[src/rtl/pipe_hazard_ctrl.sv]
// Stall/flush sequencer for a 5-stage pipeline: load-use bubbles, EX branch flushes, multi-cycle multiply freezes.
// Optional stall-cycle counter enabled by defining PIPE_STALL_CNT_EN.
module pipe_hazard_ctrl #(
    parameter int REG_W      = 5,
    parameter int ZERO_REG   = 31,
    parameter int MUL_CYCLES = 4
`ifdef PIPE_STALL_CNT_EN
    , parameter int CNT_W    = 32
`endif
) (
    input  logic             clk,
    input  logic             reset,
    input  logic [REG_W-1:0] id_rn,
    input  logic [REG_W-1:0] id_rm,
    input  logic             id_uses_rn,
    input  logic             id_uses_rm,
    input  logic [REG_W-1:0] ex_rd,
    input  logic             ex_mem_read,
    input  logic             ex_is_mul,
    input  logic             ex_br_taken,
    output logic             pc_en,
    output logic             if_id_en,
    output logic             id_ex_en,
    output logic             ex_mem_en,
    output logic             mem_wb_en,
    output logic             if_id_flush,
    output logic             id_ex_flush,
    output logic             ex_mem_flush,
    output logic             mul_busy
`ifdef PIPE_STALL_CNT_EN
    , output logic [CNT_W-1:0] stall_cycles
`endif
);

    localparam int MC_W = (MUL_CYCLES > 2) ? $clog2(MUL_CYCLES) : 1;

    typedef enum logic {
        ST_RUN = 1'b0,
        ST_MUL = 1'b1
    } state_t;

    state_t          state_q, state_d;
    logic [MC_W-1:0] mul_cnt_q, mul_cnt_d;
    logic            load_use;

    assign load_use = ex_mem_read && (ex_rd != REG_W'(ZERO_REG)) &&
                      ((id_uses_rn && (id_rn == ex_rd)) ||
                       (id_uses_rm && (id_rm == ex_rd)));

    always_ff @(posedge clk) begin
        if (reset) begin
            state_q   <= ST_RUN;
            mul_cnt_q <= '0;
        end else begin
            state_q   <= state_d;
            mul_cnt_q <= mul_cnt_d;
        end
    end

    always_comb begin
        state_d      = state_q;
        mul_cnt_d    = mul_cnt_q;
        pc_en        = 1'b1;
        if_id_en     = 1'b1;
        id_ex_en     = 1'b1;
        ex_mem_en    = 1'b1;
        mem_wb_en    = 1'b1;
        if_id_flush  = 1'b0;
        id_ex_flush  = 1'b0;
        ex_mem_flush = 1'b0;
        mul_busy     = 1'b0;
        if (reset) begin
            pc_en     = 1'b0;
            if_id_en  = 1'b0;
            id_ex_en  = 1'b0;
            ex_mem_en = 1'b0;
            mem_wb_en = 1'b0;
        end else if (state_q == ST_RUN) begin
            if (ex_br_taken) begin
                if_id_flush = 1'b1;
                id_ex_flush = 1'b1;
            end else if (ex_is_mul && (MUL_CYCLES > 1)) begin
                // Freeze front end; EX/MEM receives a bubble while MEM/WB keeps draining.
                pc_en        = 1'b0;
                if_id_en     = 1'b0;
                id_ex_en     = 1'b0;
                ex_mem_flush = 1'b1;
                mul_cnt_d    = MC_W'(MUL_CYCLES - 1);
                state_d      = ST_MUL;
            end else if (load_use) begin
                pc_en       = 1'b0;
                if_id_en    = 1'b0;
                id_ex_flush = 1'b1;
            end
        end else begin
            mul_busy = 1'b1;
            if (mul_cnt_q > MC_W'(1)) begin
                pc_en        = 1'b0;
                if_id_en     = 1'b0;
                id_ex_en     = 1'b0;
                ex_mem_flush = 1'b1;
                mul_cnt_d    = mul_cnt_q - MC_W'(1);
            end else begin
                mul_cnt_d = '0;
                state_d   = ST_RUN;
            end
        end
    end

`ifdef PIPE_STALL_CNT_EN
    logic [CNT_W-1:0] stall_cnt_q;

    always_ff @(posedge clk) begin
        if (reset) begin
            stall_cnt_q <= '0;
        end else if (!pc_en && (stall_cnt_q != {CNT_W{1'b1}})) begin
            stall_cnt_q <= stall_cnt_q + CNT_W'(1);
        end
    end

    assign stall_cycles = stall_cnt_q;
`endif

endmodule

[config.mk]
export PLATFORM = sky130hd
export DESIGN_NAME = pipe_hazard_ctrl
export DESIGN_NICKNAME = d
export VERILOG_FILES = /design/src/rtl/pipe_hazard_ctrl.sv
export SDC_FILE = /design/constraint.sdc
export NUM_CORES = 1
export LEC_CHECK = 0
export CORE_AREA = 2 2 39 41
export CTS_CLUSTER_SIZE = 28
export DETAILED_ROUTE_END_ITERATION = 8
export DIE_AREA = 0 0 41 43
export PLACE_DENSITY = 0.7
export SKIP_LAST_GASP = 1
export SYNTH_ARGS = -nofsm -noshare
export SYNTH_HDL_FRONTEND = slang
export SYNTH_SLANG_ARGS = --single-unit
[constraint.sdc]
create_clock -name clk -period 1.9 [get_ports clk]
set_input_delay 0.285 -clock clk [delete_from_list [all_inputs] [get_ports clk]]
set_output_delay 0.285 -clock clk [all_outputs]
set_load 0.02 [all_outputs]
==> results.txt, run 1 <==
antenna diode count: 0
Critical path buffers and inverters: 2
met1 Usage GRT: 10.9%
commonest non-fill, non-tap cells in the layout: 19 x clkdlybuf4s50_1, 10 x xnor2_1, 7 x buf_4, 5 x nand2_1, 4 x dlymetal6s2s_1
first-pass GRT wire length: 1610 um
clk_lat worst skew: 0.23 ns
final setup fails: 0
Die Y: 43 um
die area: 0.00176 mm^2
Critical Path Max Stage Delay: 0.53 ns
Core Region: 0.00138 mm^2
sequential share of the synthesized area: 19.5%
pre-CTS setup slack: -0.476 ns
global route overflow: 0
DP Area: 666 um^2
initial core utilization: 22.2%
final slew viol count: 0
WL per Instance: 11.1 um
Mapped Nets: 64
CTS resizes: 15
layout cells sized above 1: 18.5%
sequential cell area: 60.1 um^2
WP data required: 1.62 ns
Clock Power Share: 34.5%
antenna-violating nets left: 0
die width: 41 um
RSZ-0062 raised after global routing: no
cts bufs inserted: 3
Switching Share: 28.3%
Final Critical Period: 1.86 ns
Peak Freq: 539 MHz
Pre-antenna DRT Iters: 1
startpoint types: input pin
antenna violations before repair: 0
vias: 437
static leakage: 0.317 nW
class of the most critical setup path: input pin to output port
met2 Usage GRT: 26.3%
Max Cap Violations: 0
Layout Cells excl Fill: 97
vias in the first global route: 462
Tot GR Track Use: 13.4%
CP Data Arrival Time: 1.57 ns
DP Wirelength: 880 um
setup repair bufs after CTS: 0
num rows: 14
GPL Wtd Cong: 0.747
area of the multi-input gates: 221 um^2
nets: 104
DRT Wirelength: 1080 um
DRC viols: 0
I/O Pins: 31
outcome: complete, no violations
clk_skew: 0.00725 ns
Synth Warn #: 0
Synth cell types: 18
PortBufs: 30
dpl cells: 93
Post-Syn Area per Cell: 7.33 um^2
Iteration-0 DRC Markers: 0
Mapped Cells: 42
PnR worst setup slack: 0.0447 ns
clock sinks: 3
Top Usage Layer GRT: met2
Peak VDD IR: 0.463 mV
crit path max-delay cell type: clkdlybuf4s50_1
largest net degree at the start of global routing: 6
critical-path cell list: clkdlybuf4s50_1 > xnor2_1 > nand4_1 > o22ai_2 > a31o_1 > clkbuf_2
most common cell after layout, fill and taps aside: clkdlybuf4s50_1
pwr dens: 468 mW/mm^2
crit path max fanout: 3
final instance area: 679 um^2
root buf cell: clkbuf_4
internal cell power: 0.000228 W
clk buf depth: 2
GR met3 Demand/Resource: 5.24%
Largest delay share family, worst path: buffers and inverters
period utilization: 97.6%
NetSw: 0.0000901 W
Setup crit end kind: output port
worst-margin pin slew: 0.220 ns
hold buffers post-CTS: 0
CTS tree: done
Slew headroom: 85.3%
FILL cells: 150
combinational power share: 43.1%
Layout area overhead: 121%
Flop pwr share: 22.4%
Yosys reg bits: 3
clock-pin slew on the worst setup and hold paths: 0.03 ns
worst hold path type: flip-flop to flip-flop
Synth Cell Area: 308 um^2
H-tree depth: 1
Vias/cell: 4.51
final hold violation count: 0
## Yosys cell counts, drive strengths merged
cell type	instances	area, um^2
a21oi	3	15.0
o22ai	1	12.5
nand4	2	12.5
nor2	2	7.51
o21ai	2	10.0
inv	3	11.3
a31o	1	8.76
buf	2	15.0
a31oi	1	6.26
and3	1	6.26
nand3b	1	7.51
nand2	5	18.8
nor3	1	5.00
xnor2	10	87.6
nand3	2	10.0
o21a	1	7.51
dfxtp	3	60.1
nor2b	1	6.26
## path summary, 6_finish.rpt
path / startpoint / end / slack [ns] / cells past startpoint
min: mul_cnt_q[1] / mul_cnt_q[1] / 0.49 / 2
max reg2reg: state_q / mul_cnt_q[1] / 0.91 / 5
max: ex_rd[0] / id_ex_flush / 0.04 / 6
min reg2reg: mul_cnt_q[1] / mul_cnt_q[1] / 0.49 / 2
## cell type report
| class | instances | share of cell area (%) |
|---|---|---|
| Multi-Input combinational cell | 34 | 32.6 |
| Inverter | 3 | 1.66 |
| Tap cell | 16 | 2.95 |
| Clock buffer | 4 | 3.87 |
| Sequential cell | 3 | 8.84 |
| Timing Repair Buffer | 37 | 50.1 |
## power by group through the flow
stage / clock network [W] / registers (W) / logic [W]
finish: 0.000110 / 0.0000711 / 0.000137
global route: 0.000121 / 0.0000717 / 0.000149
CTS: 0.000114 / 0.0000710 / 0.000140
detailed placement: 0 / 0.0000716 / 0.000147
global placement: 0 / 0.0000714 / 0.000146
floorplan: 0 / 0.0000709 / 0.0000589
## worst reg2reg max path, cell delays in order, from the launching register on
cell and delay (ns):
dfxtp_1 0.34, nor2_1 0.14, nand2_1 0.08, buf_4 0.14, buf_4 0.12, a21oi_1 0.11
## metal layers
| metal | wire length, um | vias up |
|---|---|---|
| li1 | - | 223 |
| met1 | 371 | 195 |
| met2 | 615 | 19 |
| met3 | 91 | 0 |
| met4 | 0 | 0 |
| met5 | 0 | - |
## kinds of logic after synthesis
family                    synth area share, %
buffers and inverters                    8.53
DFF                                      19.5
and+or+nand+nor                          24.0
xor gates and xnor gates                 28.5
AOI/OAI and AO/OA                        19.5
## through the flow
| stage | hold WS [ns] | TNS [ns] | total power, W | utilization (%) |
|---|---|---|---|---|
| after global placement | 0.479 | -1.79 | 0.000217 | 48.1 |
| after detailed placement | 0.489 | -1.91 | 0.000219 | 48.1 |
| final | 0.488 | 0 | 0.000318 | 49.1 |
| after global routing | 0.551 | 0 | 0.000341 | 49.1 |
| after floorplan | 0.354 | 0 | 0.000130 | - |
| after CTS | 0.493 | -0.193 | 0.000326 | 48.8 |
## flip-flops by register name, summed over array words and instances (netlist names)
name / count
mul_cnt_q: 2
state_q: 1
No activity file was read; power rests on OpenSTA's default activity.
==> run 2: changes to the inputs <==
- REMOVE_ABC_BUFFERS: not set -> 1
==> run 2 against run 1 <==
Net effect:
- combinational power is essentially flat
- sequential share of layout area about the same
- die area stayed put
- register-to-register slack is essentially flat
- via count shrank 5.5%
- final cell count did not move
- largest cell class unchanged
==> results.txt, run 2 (same netlist as run 1, synthesis figures left out) <==
Layout Cells excl Fill: 97 (unchanged)
first-pass GRT wire length: 1490 um (-7.3%)
startpoint types: input pin
largest registers: mul_cnt_q (2), state_q (1)
RSZ-0062 raised after global routing: yes
Setup crit end kind: output port
RR Startpoint: state_q
layout cells sized above 1: 18.5% (unchanged)
vias: 413 (-5.5%)
most common cell after layout, fill and taps aside: clkdlybuf4s50_1
sequential cell area: 60.1 um^2 (unchanged)
largest net degree at the start of global routing: 6 (unchanged)
WP data required: 1.62 ns (about the same)
pwr dens: 462 mW/mm^2 (-1.2%)
cts bufs inserted: 3 (unchanged)
class of the most critical setup path: input pin to output port
DP Area: 666 um^2 (unchanged)
antenna-violating nets left: 0 (unchanged)
clk_skew: 0.00340 ns (-0.00385 ns)
Slew headroom: 84.9% (-0.45 points)
Peak VDD IR: 0.468 mV (+1.1%)
Core Region: 0.00138 mm^2 (unchanged)
Largest register FFs: 2 (unchanged)
crit path max-delay cell type: clkdlybuf4s50_1
Hold Path End: mul_cnt_q[1]
commonest non-fill, non-tap cells in the layout: 19 x clkdlybuf4s50_1, 10 x xnor2_1, 7 x buf_4, 5 x nand2_1, 5 x dlymetal6s2s_1
Iteration-0 DRC Markers: 2 (+2)
global route overflow: 0 (unchanged)
final slew viol count: 0 (unchanged)
GPL Wtd Cong: 0.713 (-4.6%)
reg-to-reg setup timing slack: 0.92 ns (about the same)
area of the multi-input gates: 221 um^2 (unchanged)
Final Critical Period: 1.84 ns (-0.0196 ns)
pre-CTS setup slack: -0.454 ns (+0.0225 ns)
Vias/cell: 4.26 (-5.5%)
Layout area overhead: 122%
Min-Delay Path Depth: 2 (unchanged)
final setup fails: 0 (unchanged)
CP startpoint: id_rn[2]
period utilization: 96.6% (-1.0 points)
Critical Path Max Stage Delay: 0.43 ns (-0.10 ns)
nets: 104 (unchanged)
DRT Wirelength: 942 um (-13%)
die width: 41 um (unchanged)
I/O Pins: 31 (unchanged)
worst-margin pin slew: 0.226 ns (+0.00676 ns)
antenna diode count: 0 (unchanged)
FILL cells: 151 (+0.67%)
clock sinks: 3 (unchanged)
hold_sp: mul_cnt_q[1]
clock-pin slew on the worst setup and hold paths: 0.04 ns (about the same)
WL per Instance: 9.71 um (-13%)
R2R depth: 4 (-1)
critical-path cell list: clkdlybuf4s50_1 > xnor2_1 > nand4_1 > o22ai_2 > a31o_1 > clkbuf_2
dpl cells: 93 (unchanged)
vias in the first global route: 439 (-5.0%)
Peak Freq: 545 MHz (+1.1%)
PnR worst setup slack: 0.0642 ns (+0.0196 ns)
static leakage: 0.326 nW (+2.9%)
final hold violation count: 0 (unchanged)
Die Y: 43 um (unchanged)
PortBufs: 30 (unchanged)
Sum Neg Setup Slack: 0 ns (unchanged)
Largest Register: mul_cnt_q
num rows: 14 (unchanged)
crit path max fanout: 2 (-1)
final instance area: 682 um^2 (+0.37%)
antenna violations before repair: 0 (unchanged)
Pre-antenna DRT Iters: 2 (+1)
Worst R2R End: state_q
Hold WS: 0.495 ns (+0.00772 ns)
Max Cap Violations: 0 (unchanged)
clk buf depth: 2 (unchanged)
root buf cell: clkbuf_4
CP Data Arrival Time: 1.55 ns (-0.02 ns)
DRC viols: 0 (unchanged)
outcome: complete, no violations
H-tree depth: 1 (unchanged)
worst hold path type: flip-flop to flip-flop
Tot GR Track Use: 12.1% (-1.3 points)
die area: 0.00176 mm^2 (unchanged)
clk_lat worst skew: 0.23 ns (about the same)
CTS tree: done
initial core utilization: 22.2% (unchanged)
[run 2: cell count changes in the layout (fill, tap and decap cells not counted)]
cell | before | now
clkdlybuf4s15_1 | 1 | 0
dlymetal6s2s_1 | 4 | 5
[run 2: power breakdown]
part / internal (W) / total, W / switching, W
registers: 0.0000677 / 0.0000708 / 0.00000315
clock network: 0.0000784 / 0.000108 / 0.0000297
logic: 0.0000820 / 0.000136 / 0.0000544
[run 2: timing repair]
action,in CTS,in global routing
setup buffers,0,0
hold buffers,0,0
pin swaps,1,0
gates resized for setup,16,7
endpoints found under the setup margin,6,5
[run 2: layout make-up]
| cell class | instances | area share, % |
|---|---|---|
| sequential | 3 | 8.81 |
| tap | 16 | 2.94 |
| inverter | 3 | 1.65 |
| multi-input combinational | 34 | 32.5 |
| timing repair buffer | 37 | 50.3 |
| clock buffer | 4 | 3.85 |
[run 2: through the flow]
stage,power (W),util [%]
after floorplan,0.000126,-
after global placement,0.000216,48.1
after detailed placement,0.000218,48.1
after CTS,0.000325,49.1
after global routing,0.000337,49.3
final,0.000315,49.3
[run 2: per-layer routing]
metal | GRT usage [%] | vias up | part of all wire (%)
li1 | - | 220 | -
met1 | 10.8 | 174 | 39
met2 | 23.1 | 19 | 51
met3 | 5.24 | 0 | 11
met4 | 2.00 | 0 | 0
met5 | 0 | - | 0
[run 2: how the worst max path moves through the flow]
stage	endpoint	slack, ns
finish	id_ex_flush	0.06
global route	id_ex_flush	-0.008
CTS	id_ex_flush	-0.16
detailed placement	id_ex_flush	-0.45
global placement	id_ex_flush	-0.44
floorplan	if_id_en	0.23
[run 2: worst max-delay path, delay by kind of cell]
family | cells | cell delay, ns
simple gates | 1 | 0.13
xor+xnor | 1 | 0.19
buf+inv | 2 | 0.59
compound gates | 2 | 0.36
